==> src/rtl/counter_pkg.sv <==
// ----------------------------------------------------------------------------
// counter_pkg
// Types and helpers shared by the 5-bit up/down counter and its register.
//   CNT_W       : counter width (5)
//   cnt_t       : CNT_W-bit counter value
//   clamp_to_max: limits a loaded value to the counter's upper bound
// ----------------------------------------------------------------------------
package counter_pkg;

    localparam int CNT_W = 5;

    typedef logic [CNT_W-1:0] cnt_t;

    // A load above the configured bound would leave the counter in a state
    // it can never reach by counting, so the load is pinned to the bound.
    function automatic cnt_t clamp_to_max(input cnt_t val, input cnt_t max_val);
        return (val > max_val) ? max_val : val;
    endfunction

endpackage

==> src/rtl/counter_reg_5bit.sv <==
// ----------------------------------------------------------------------------
// counter_reg_5bit
// Plain 5-bit state register with synchronous active-low reset.
// Ports:
//   clk   in   rising-edge clock
//   rst_n in   synchronous reset, active low; clears q to 0
//   d     in   next value
//   q     out  registered value
// ----------------------------------------------------------------------------
module counter_reg_5bit
    import counter_pkg::*;
(
    input  logic clk,
    input  logic rst_n,
    input  cnt_t d,
    output cnt_t q
);

    always_ff @(posedge clk) begin
        if (!rst_n) begin
            q <= '0;
        end else begin
            q <= d;
        end
    end

endmodule

==> src/rtl/updown_counter_5bit.sv <==
// ----------------------------------------------------------------------------
// updown_counter_5bit
// Loadable 5-bit up/down counter with programmable upper bound, terminal
// count and a sticky wrap flag.
// Parameters:
//   MAX_VAL  upper bound of the count range (1..31)
// Ports:
//   clk      in   rising-edge clock
//   rst_n    in   synchronous reset, active low (count=0, ovf=0)
//   en       in   count enable
//   up       in   direction: 1 = up, 0 = down
//   load     in   synchronous load strobe (beats en)
//   load_val in   value to load, clamped to MAX_VAL
//   count    out  registered count
//   tc       out  terminal count: up at MAX_VAL, or down at 0
//   ovf      out  sticky wrap flag, cleared by reset or load
// Build option:
//   COUNTER_SAT_EN  when defined, the counter saturates at the range ends
//                   instead of wrapping; ovf still flags the attempted wrap.
// Priority each edge: reset, load, en, hold.
// ----------------------------------------------------------------------------
module updown_counter_5bit
    import counter_pkg::*;
#(
    parameter cnt_t MAX_VAL = 5'd31
) (
    input  logic clk,
    input  logic rst_n,
    input  logic en,
    input  logic up,
    input  logic load,
    input  cnt_t load_val,
    output cnt_t count,
    output logic tc,
    output logic ovf
);

    cnt_t count_d;
    logic ovf_d;
    logic at_max;
    logic at_zero;

    assign at_max  = (count == MAX_VAL);
    assign at_zero = (count == '0);

    always_comb begin
        count_d = count;
        ovf_d   = ovf;
        if (load) begin
            count_d = clamp_to_max(load_val, MAX_VAL);
            ovf_d   = 1'b0;
        end else if (en) begin
            if (up) begin
                if (at_max) begin
`ifdef COUNTER_SAT_EN
                    count_d = MAX_VAL;
`else
                    count_d = '0;
`endif
                    ovf_d   = 1'b1;
                end else begin
                    count_d = count + 5'd1;
                end
            end else begin
                if (at_zero) begin
`ifdef COUNTER_SAT_EN
                    count_d = '0;
`else
                    count_d = MAX_VAL;
`endif
                    ovf_d   = 1'b1;
                end else begin
                    count_d = count - 5'd1;
                end
            end
        end
    end

    counter_reg_5bit u_count_reg (
        .clk  (clk),
        .rst_n(rst_n),
        .d    (count_d),
        .q    (count)
    );

    always_ff @(posedge clk) begin
        if (!rst_n) begin
            ovf <= 1'b0;
        end else begin
            ovf <= ovf_d;
        end
    end

    // Follows the live up input, so a direction change shows immediately.
    assign tc = (up && at_max) || (!up && at_zero);

endmodule

==> config.mk <==
export PLATFORM = sky130hd
export DESIGN_NAME = updown_counter_5bit
export DESIGN_NICKNAME = d
export VERILOG_FILES = /design/src/rtl/counter_pkg.sv /design/src/rtl/counter_reg_5bit.sv /design/src/rtl/updown_counter_5bit.sv
export SDC_FILE = /design/constraint.sdc
export NUM_CORES = 1
export LEC_CHECK = 0
export BUFFER_PORTS_ARGS = -buffer_cell sky130_fd_sc_hd__buf_2
export CAP_MARGIN = 20
export CELL_PAD_IN_SITES_DETAIL_PLACEMENT = 1
export CELL_PAD_IN_SITES_GLOBAL_PLACEMENT = 1
export CORE_UTILIZATION = 37
export CTS_CLUSTER_SIZE = 10
export DETAILED_ROUTE_END_ITERATION = 6
export PLACE_DENSITY = 0.9
export SLEW_MARGIN = 5
export SYNTH_ARGS = -nofsm -noshare
export SYNTH_HDL_FRONTEND = slang
export SYNTH_HIERARCHICAL = 1
export SYNTH_SLANG_ARGS = --single-unit
==> constraint.sdc <==
create_clock -name clk -period 2.7 [get_ports clk]
set_input_delay 0.27 -clock clk [delete_from_list [all_inputs] [get_ports clk]]
set_output_delay 0.27 -clock clk [all_outputs]
set_load 0.05 [all_outputs]
==> flow_summary.ini <==
[clocking]
cts_root_buffer = clkbuf_4
clock_latency_ns = 0.25
clk_pin_slew_ns = 0.05
htree_num_levels = 1
cts_hold_buffers = 0
tritoncts = built
cts_buffer_depth = 2
cts_made_buffers = 3
post_cts_resized = 0
cts_setup_buffers = 0
clock_sinks = 6

[placement]
io_buffers = 16
dp_hpwl_um = 1040
gp_congestion = 0.774
dp_slack_ns = 0.666

[pwr]
power_density_nw_per_um2 = 447
ir_drop_mv = 0.218
p_leak_nw = 0.292

[sta]
rsz0062_at_grt = false
fmax_mhz = 459
layout_setup_ws_ns = 0.521
min_period_over_period = 0.807
slew_headroom = 0.741
worst_pin_slew_ns = 0.388
hold_viol = 0
fin_tns_setup_ns = 0
finalClockSkew_ns = 0.00266
finalMaxSlewViolations = 0
period_minus_slack_ns = 2.18
setup_viol = 0

[synth]
synth.avg_cell_area_sq_um = 8.25
syn_area_sq_um = 544
synth_edf_count = 0
synthTopCellsByArea = dfxtp_1 (22%), ha_1 (9.2%), and2_1 (6.9%)
synth_ff_type = dfxtp_1
synth_top_area_frac = 0.221
synth_top_area_cell = dfxtp_1
ys_seq_area_frac = 0.221
yosysUniqueCellTypes = 36
ys_warn_count = 6
synth-seq-cells = 6
syn_inst = 66
synth_nets = 80
ys_async_sr_fraction = 0

[route]
firstDrtPassIters = 4
vias = 552
drt-initial-drc-count = 7
totalWireLength_um = 1330
ant_nets = 0
post_drt_via_cell_ratio = 5.69
wl_per_cell_um = 13.7
drc = 0

[critical_path]
worstPathMaxFanout = 9
setup.worst_path.class = reg -> out
crit_path_start_kind = register
cp_cell_sequence = ha_1 -> and3_2 -> ha_1 -> and2_1 -> o21bai_2 -> buf_2
crit_path_end_kind = output port
cpMostUsedCell = ha_1
cp.required_ns = 2.43
crit_arrival_ns = 1.91
cp_slowest_stage_delay_ns = 0.47
cpMaxStageDelayCell = dfxtp_1

[finish]
syn2layout_area_growth_pct = 19.5
layout-drive-gt1-share = 0.317
diodes = 0
post-route-util = 0.488
fin_nets = 98

[global_route]
grt_max_degree = 15
grt_pass1_vias = 519
grt_pass1_wl_um = 2280
grt.overflow.total = 0
antenna_found_initial = 0
grt_usage = 0.210

[hold_path]
hold_path.class = in -> reg

[floorplanning]
pin_count = 17
start_util = 0.408
rows = 13
dieWidth_um = 40.4
die_y_um = 40.4
dieArea_sq_um = 1630
fp.coreArea_sq_um = 1330

[run]
max_cap_viol_count = 0

[status]
status = finished clean
[final timing paths]
kind                            cells after the start                        start  slack, ns                           to
worst max-delay path                                6  u_count_reg/q[0]$_SDFF_PN0_       0.52                           tc
worst min-delay path                                2                        rst_n       0.29  u_count_reg/q[0]$_SDFF_PN0_
worst max register to register                      8  u_count_reg/q[0]$_SDFF_PN0_       0.69  u_count_reg/q[3]$_SDFF_PN0_
worst min register to register                      2             ovf$_SDFFE_PP0P_       0.55             ovf$_SDFFE_PP0P_
[critical path: cells and delay by family, from the launching register on]
kind                       cells  cell delay [ns]
AOI/OAI and AO/OA              1             0.13
adders and majority gates      2             0.43
buffers and inverters          1             0.28
DFF                            1             0.47
and+or+nand+nor                2             0.35
[Yosys cell counts, types with 2 or more instances]
| cell type | instances |
|---|---|
| a21oi_1 | 3 |
| and2_1 | 6 |
| dfxtp_1 | 6 |
| ha_1 | 4 |
| inv_1 | 4 |
| nand2_1 | 4 |
| nand3b_1 | 4 |
| nor2b_1 | 2 |
| o21ai_1 | 5 |
| o221ai_1 | 2 |
[sequential cells by signal, indices dropped and copies added (netlist names)]
register / flops
u_count_reg/q: 5
ovf: 1
[power breakdown]
group | internal, mW | total, mW | switching (mW)
Combinational | 0.0374 | 0.0964 | 0.0590
Sequential | 0.0950 | 0.109 | 0.0139
Clock | 0.0504 | 0.0854 | 0.0349
Total | 0.183 | 0.291 | 0.108
[through the flow]
| step | area (sq um) | power, mW | std cells | hold slack, ns |
|---|---|---|---|---|
| after detailed placement | 628 | 0.208 | 94 | 0.543 |
| after CTS | 651 | 0.296 | 97 | 0.288 |
| after global placement | 628 | 0.204 | 94 | 0.537 |
| final | 651 | 0.291 | 97 | 0.293 |
| after global routing | 651 | 0.310 | 97 | 0.310 |
| after floorplan | 544 | 0.181 | 66 | 0.392 |
[area by class of cell]
class | count | area, sq um
well taps | 15 | 18.8
fillers | 178 | 683
clock buffers | 3 | 22.5
flip-flops and latches | 6 | 120
multi-input cells | 53 | 394
repair buffers | 16 | 80.1
inverters | 4 | 15.0
[layer usage]
layer | global-route usage | up-vias | wire [um]
met5 | 0 | - | 0
met4 | 0.100 | 0 | 17
met3 | 0.0333 | 2 | 48
met2 | 0.333 | 14 | 649
met1 | 0.274 | 257 | 614
li1 | - | 279 | -
[cells by family after synthesis]
logic type | Yosys count | share of synthesized area
adder cells (fa/ha/maj) | 4 | 0.0920
flip-flops | 6 | 0.221
AND/OR/NAND/NOR | 28 | 0.340
buffers and inverters | 7 | 0.0552
multiplexers | 2 | 0.0391
AO/OA/AOI/OAI | 19 | 0.253
[layout by cell type (no fill, tap or decap), drive strengths merged, types with 2 or more instances in the layout]
master,count
nand2,4
clkbuf,3
inv,4
o221ai,2
and2,6
dfxtp,6
a21oi,3
o21ai,6
nand3b,4
nor3b,2
buf,16
nor2b,2
ha,4
Note: power is estimated with default switching activity, not from simulation.
